**src/rtl/fft_pkg.sv**
```systemverilog
// fft_pkg: constants and types shared by the 8-point FFT core and its
// input framer.
//   FFT_N             points per frame
//   Q39_*             input sample format (signed Q3.9, 12 bits)
//   Q57_*             core output format (signed Q5.7, 12 bits)
//   FFT_CORE_LATENCY  clock edges from an x change to the matching y
package fft_pkg;

  localparam int FFT_N            = 8;

  localparam int Q39_W            = 12;
  localparam int Q39_INT          = 3;
  localparam int Q39_FRAC         = Q39_W - Q39_INT;

  localparam int Q57_W            = 12;
  localparam int Q57_INT          = 5;
  localparam int Q57_FRAC         = Q57_W - Q57_INT;

  // Input register plus three butterfly stages.
  localparam int FFT_CORE_LATENCY = 4;

  typedef struct packed {
    logic signed [Q39_W-1:0] re;
    logic signed [Q39_W-1:0] im;
  } cplx_q39_t;

  typedef struct packed {
    logic signed [Q57_W-1:0] re;
    logic signed [Q57_W-1:0] im;
  } cplx_q57_t;

endpackage

```
**src/rtl/fft_valid_delay.sv**
```systemverilog
// fft_valid_delay: fixed-length pulse delay line.
//   clk   clock, posedge
//   rst   synchronous active-high clear of every stage
//   din   pulse in
//   dout  din delayed by DEPTH clock edges
module fft_valid_delay
  import fft_pkg::*;
#(
  parameter int DEPTH = FFT_CORE_LATENCY
) (
  input  logic clk,
  input  logic rst,
  input  logic din,
  output logic dout
);

  // vld_pipe[i] holds din as it was i+1 edges ago.
  logic [DEPTH-1:0] vld_pipe;

  always_ff @(posedge clk) begin
    if (rst) begin
      vld_pipe <= '0;
    end else begin
      vld_pipe[0] <= din;
      for (int i = 1; i < DEPTH; i++) begin
        vld_pipe[i] <= vld_pipe[i-1];
      end
    end
  end

  assign dout = vld_pipe[DEPTH-1];

endmodule

```
**src/rtl/fft_input_framer.sv**
```systemverilog
// fft_input_framer: collects N complex samples per frame into a two-bank
// ping-pong buffer and presents each complete frame, held stable, on the
// FFT core's parallel x inputs. y_valid marks the cycle the core's outputs
// hold the result of that frame.
//   clk, rst          clock; synchronous active-high reset
//   s_valid/s_ready   sample handshake; s_ready is registered-state only
//   s_real/s_imag     Q3.9 sample, passed through bit-exact
//   s_last            marks the Nth sample of a frame
//   frame_ready       downstream can take a new frame
//   x_real_flat/_imag x0..x(N-1), x0 in the LSBs
//   frame_strobe      new frame on x_* this cycle
//   y_valid           core outputs hold that frame's FFT this cycle
//   frame_err         s_last protocol violation (one-cycle pulse)
module fft_input_framer
  import fft_pkg::*;
#(
  parameter int N                = FFT_N,
  parameter int INPUT_WORD_WIDTH = Q39_W,
  parameter int FFT_LATENCY      = FFT_CORE_LATENCY
) (
  input  logic                          clk,
  input  logic                          rst,
  input  logic                          s_valid,
  output logic                          s_ready,
  input  logic [INPUT_WORD_WIDTH-1:0]   s_real,
  input  logic [INPUT_WORD_WIDTH-1:0]   s_imag,
  input  logic                          s_last,
  input  logic                          frame_ready,
  output logic [N*INPUT_WORD_WIDTH-1:0] x_real_flat,
  output logic [N*INPUT_WORD_WIDTH-1:0] x_imag_flat,
  output logic                          frame_strobe,
  output logic                          y_valid,
  output logic                          frame_err
);

  localparam int NUM_LANES = N;
  localparam int VEC_W     = INPUT_WORD_WIDTH;
  localparam int IDX_W     = (NUM_LANES > 1) ? $clog2(NUM_LANES) : 1;
  localparam logic [IDX_W-1:0] LAST_IDX = IDX_W'(NUM_LANES - 1);

  typedef struct packed {
    logic [VEC_W-1:0] re;
    logic [VEC_W-1:0] im;
  } samp_t;

  // Two frame banks; wptr fills one while rptr drains the other.
  samp_t [1:0][NUM_LANES-1:0] bank;

  logic [IDX_W-1:0] widx;
  logic             wptr, rptr;
  logic [1:0]       full, full_nxt;
  // A completed bank is flagged full one edge after its last sample, so
  // the issue point lands two edges after the final handshake. The frame
  // is counted as occupying its bank from the handshake onward.
  logic             commit_pend;
  logic             commit_bank;
  logic [1:0]       occ;

  logic             accept, last_slot, commit, drain;

  logic [NUM_LANES-1:0][VEC_W-1:0] rd_re, rd_im;
  logic [NUM_LANES-1:0][VEC_W-1:0] x_re_q, x_im_q;

  // ---------------------------------------------------------------
  // Handshake and bookkeeping
  // ---------------------------------------------------------------
  assign occ       = {1'b0, full[0]} + {1'b0, full[1]} + {1'b0, commit_pend};
  assign s_ready   = (occ < 2'd2);
  assign accept    = s_valid & s_ready;
  assign last_slot = (widx == LAST_IDX);
  assign commit    = accept & last_slot;
  assign drain     = full[rptr] & frame_ready;

  // Drain and commit never target the same bank: a pending commit's bank
  // is not yet full, so it cannot be the one being drained.
  always_comb begin
    full_nxt = full;
    if (drain)       full_nxt[rptr]        = 1'b0;
    if (commit_pend) full_nxt[commit_bank] = 1'b1;
  end

  always_ff @(posedge clk) begin
    if (rst) begin
      widx         <= '0;
      wptr         <= 1'b0;
      rptr         <= 1'b0;
      full         <= '0;
      commit_pend  <= 1'b0;
      commit_bank  <= 1'b0;
      frame_strobe <= 1'b0;
      frame_err    <= 1'b0;
      x_re_q       <= '0;
      x_im_q       <= '0;
    end else begin
      full         <= full_nxt;
      commit_pend  <= commit;
      frame_strobe <= drain;
      // Error when s_last disagrees with the slot: missing on the last
      // slot, or early on any other.
      frame_err    <= accept & (last_slot ^ s_last);

      if (commit) commit_bank <= wptr;

      if (accept) begin
        if (last_slot) begin
          widx <= '0;
          wptr <= ~wptr;
        end else if (s_last) begin
          // Early s_last: drop the partial frame, reuse the same bank.
          widx <= '0;
        end else begin
          widx <= widx + 1'b1;
        end
      end

      if (drain) begin
        rptr   <= ~rptr;
        x_re_q <= rd_re;
        x_im_q <= rd_im;
      end
    end
  end

  // ---------------------------------------------------------------
  // Sample storage (data only, no reset needed)
  // ---------------------------------------------------------------
  always_ff @(posedge clk) begin
    if (accept) bank[wptr][widx] <= {s_real, s_imag};
  end

  // Per-lane read gather from the bank being drained.
  for (genvar k = 0; k < NUM_LANES; k++) begin : g_lane
    assign rd_re[k] = bank[rptr][k].re;
    assign rd_im[k] = bank[rptr][k].im;
  end

  assign x_real_flat = x_re_q;
  assign x_imag_flat = x_im_q;

  // ---------------------------------------------------------------
  // Output-valid alignment with the core pipeline
  // ---------------------------------------------------------------
  fft_valid_delay #(
    .DEPTH (FFT_LATENCY)
  ) u_valid_delay (
    .clk  (clk),
    .rst  (rst),
    .din  (frame_strobe),
    .dout (y_valid)
  );

endmodule

```
**config.mk**
```make
export PLATFORM = sky130hd
export DESIGN_NAME = fft_input_framer
export DESIGN_NICKNAME = d
export VERILOG_FILES = /design/src/rtl/fft_pkg.sv /design/src/rtl/fft_valid_delay.sv /design/src/rtl/fft_input_framer.sv
export SDC_FILE = /design/constraint.sdc
export NUM_CORES = 1
export LEC_CHECK = 0
export ABC_AREA = 1
export CORE_ASPECT_RATIO = 1.25
export CORE_UTILIZATION = 51
export CTS_CLUSTER_DIAMETER = 80
export DETAILED_ROUTE_END_ITERATION = 8
export GPL_TIMING_DRIVEN = 0
export PLACE_DENSITY = 0.76
export SETUP_SLACK_MARGIN = 0.05
export SLEW_MARGIN = 20
export SYNTH_ARGS = -nofsm -noshare
export SYNTH_HDL_FRONTEND = slang
export SYNTH_SLANG_ARGS = --single-unit
```
**constraint.sdc**
```tcl
create_clock -name clk -period 2.4 [get_ports clk]
set_input_delay 0.6 -clock clk [delete_from_list [all_inputs] [get_ports clk]]
set_output_delay 0.6 -clock clk [all_outputs]
set_load 0.05 [all_outputs]
```
==> run_results.csv <==
group,metric,value,unit
status,status,"finished, violations left",
status,violations,"negative setup slack",
sta,fmaxAchievable,0.406,GHz
synth,synthSimpleGateAreaFrac,0.190,
synth,synthTopCellsByArea,"edfxtp_1, dfxtp_1, nand2_1",
power_and_ir_drop,ir_drop,0.000850,V
grt,grt_use_met2,0.457,
synth,synthMuxAreaShare,0,
synth,synth-compound-area-share,0.0491,
synth,synth.distinct_cells,19,
synth,synth_edf_count,384,
clocking,insertion_delay,590,ps
setup_path,worstPathArrival,2680,ps
drt,detail_route.wl_per_cell,19.8,µm
sta,hold_violations,0,
drt,wirelength,56.9,mm
sta,hold_ws,417,ps
die,io_pins,225,
place,gp_congestion,0.821,
grt,gr-usage-all-layers,0.262,
power_and_ir_drop,p_per_area,756,nW/µm²
cells_and_area,final_cell_area,27300,µm²
run,cap_viol_max_count,0,
grt,busiest_layer,"met2",
synth,synth.ff_latch_count,591,
place,place_area,24900,µm²
place,dp_hpwl,36.3,mm
cells_and_area,insertedDiodeCount,0,
clocking,cts-root-buf,"clkbuf_16",
synth,seq_area_frac_synth,0.725,
synth,ys_top_cells_by_count,"nand2_1, edfxtp_1, dfxtp_1",
synth,netlist_instances,1964,
drt,ant_nets,0,
drt,vias_per_cell,5.40,
hold_path,min-delay-path-class,"register to register",
cells_and_area,fin_cells,2882,
die,core_area,41900,µm²
setup_path,crit_type,"register to register",
clocking,cts_tree,"yes",
clocking,clock_path_buffers,3,
place,preCtsSetupSlack,-760,ps
clocking,cts_sinks,591,
sta,grt_setup_unrepaired,"yes",
sta,worstMarginPinSlew,1180,ps
grt,antenna_found_initial,0,
setup_path,crit_fanout,12,
cells_and_area,area_delta_synth_final,26.0,%
setup_path,crit_path_start_kind,"register",
clocking,clkSlewWorstSetupHoldPaths,70,ps
clocking,cts-buffers-inserted,54,
die,initial_core_util,0.516,
die,placementRows,84,
sta,setup_slack,-61.9,ps
setup_path,critPathCaptureType,"register",
synth,netlist.area_leader.share,0.533,
setup_path,worstPathRequired,2620,ps
sta,setup_tns,-1860,ps
die,dieArea,43300,µm²
drt,drtPass1Iterations,6,
synth,yosysMostFrequentCell,"nand2_1",
synth,synth_fp_nets,1996,
place,port_buffers,223,
drt,drt-initial-drc-count,1483,
die,die_h,232,µm
synth,synth.avg_cell_area,11.0,µm²
sta,slew_viol_final,0,
synth,ys_warn_count,0,
drt,num_vias,15600,
drt,remaining_drc_errors,0,
sta,fin_skew,26.9,ps
sta,finalCriticalPeriod,2460,ps
synth,ys.flop_type,"edfxtp_1",
clocking,cts_hold_buf,0,
cells_and_area,fin_nets,2309,
synth,synth_xor_area_frac,0,
cells_and_area,drive_above_1_share,0.106,
grt,use_met1,0.325,
sta,finalCritPeriodShare,1.03,
synth,async_reset_ff_frac,0,
power_and_ir_drop,leakage,11.4,nW
grt,grt_pass1_wl,84.4,mm
cells_and_area,finish.utilization,0.650,
sta,slew_headroom,0.215,
synth,synth_fa_ha_area_frac,0.00174,
synth,yosysTopAreaCell,"edfxtp_1",
sta,setup_viol_count_final,108,
synth,synth_top_family_by_area,"simple AND/OR/NAND/NOR gates",
grt,overflow,0,
grt,grt_pass1_vias,15000,
place,dpl.cell_count,2755,
clocking,ctsHtreeMaxLevel,2,
grt,grt_max_degree,25,
grt,grt_util_met3,0.0378,
die,die_width,186,µm
power_and_ir_drop,power,20.6,mW
synth,netlist_area,21600,µm²
-- sequential cells by signal, indices dropped and copies added, names as in the netlist --
name / flops
bank: 384
commit_pend: 1
rptr: 1
x_imag_flat: 96
commit_bank: 1
wptr: 1
u_valid_delay.vld_pipe: 4
frame_err: 1
widx: 3
x_real_flat: 96
frame_strobe: 1
full: 2
-- what timing repair did --
item	CTS	global route
pin swaps	9	6
gates resized for setup	98	81
setup endpoints to repair	395	244
buffers inserted	13	5
cloned	4	3
-- cell usage in the layout (no fill, tap or decap), drive strengths merged --
cell,netlist,routed
nand4,1,1
ha,3,3
o21ai,5,5
a21oi,199,199
clkinv,1,18
dlymetal6s2s,0,74
or2,1,1
edfxtp,384,384
nor2,26,33
dfxtp,207,207
clkdlybuf4s50,0,61
bufinv,0,9
dlygate4sd2,0,87
nand2,783,783
nand3,206,206
clkbuf,49,118
clkinvlp,0,5
buf,81,109
inv,18,20
-- cell families after synthesis --
family / Yosys count
AOI/OAI and AO/OA: 204
adders and majority gates: 3
buffers and inverters: 149
DFF: 591
and+or+nand+nor: 1017
-- critical path, stage by stage, from the launching register on --
cell and delay, ps:
dfxtp_1 420, ha_1 290, nand2_1 100, nand3_1 250, nor2_2 270, clkinvlp_4 140, buf_12 180, nor2_4 430
-- path summary, 6_finish.rpt --
check	start	end	slack, ps	cells after the start
max	full[0]$_SDFF_PP0_	bank[223]$_DFFE_PP_	-60	7
min	frame_strobe$_SDFF_PP0_	u_valid_delay.vld_pipe[0]$_SDFF_PP0_	420	2
max reg2reg	full[0]$_SDFF_PP0_	bank[223]$_DFFE_PP_	-60	7
min reg2reg	frame_strobe$_SDFF_PP0_	u_valid_delay.vld_pipe[0]$_SDFF_PP0_	420	2
-- layer usage --
layer	wire length (µm)	vias up	share of wire
li1	-	7276	-
met1	21200	7389	0.37
met2	29000	756	0.51
met3	4500	144	0.079
met4	2170	0	0.038
met5	0	-	0
-- where the power goes --
| part | internal (mW) | switching, mW |
|---|---|---|
| registers | 10.9 | 0.0138 |
| clock network | 5.53 | 3.74 |
| logic | 0.100 | 0.358 |
| total | 16.5 | 4.11 |
-- layout make-up --
type | instances | area (µm²)
Multi-Input combinational cell | 1231 | 5420
Clock inverter | 33 | 412
Fill cell | 3081 | 14700
Inverter | 19 | 75.1
Buffer | 130 | 679
Clock buffer | 69 | 1540
Sequential cell | 591 | 15700
Tap cell | 559 | 699
Timing Repair Buffer | 250 | 2760
(Power assumes the default switching activity.)
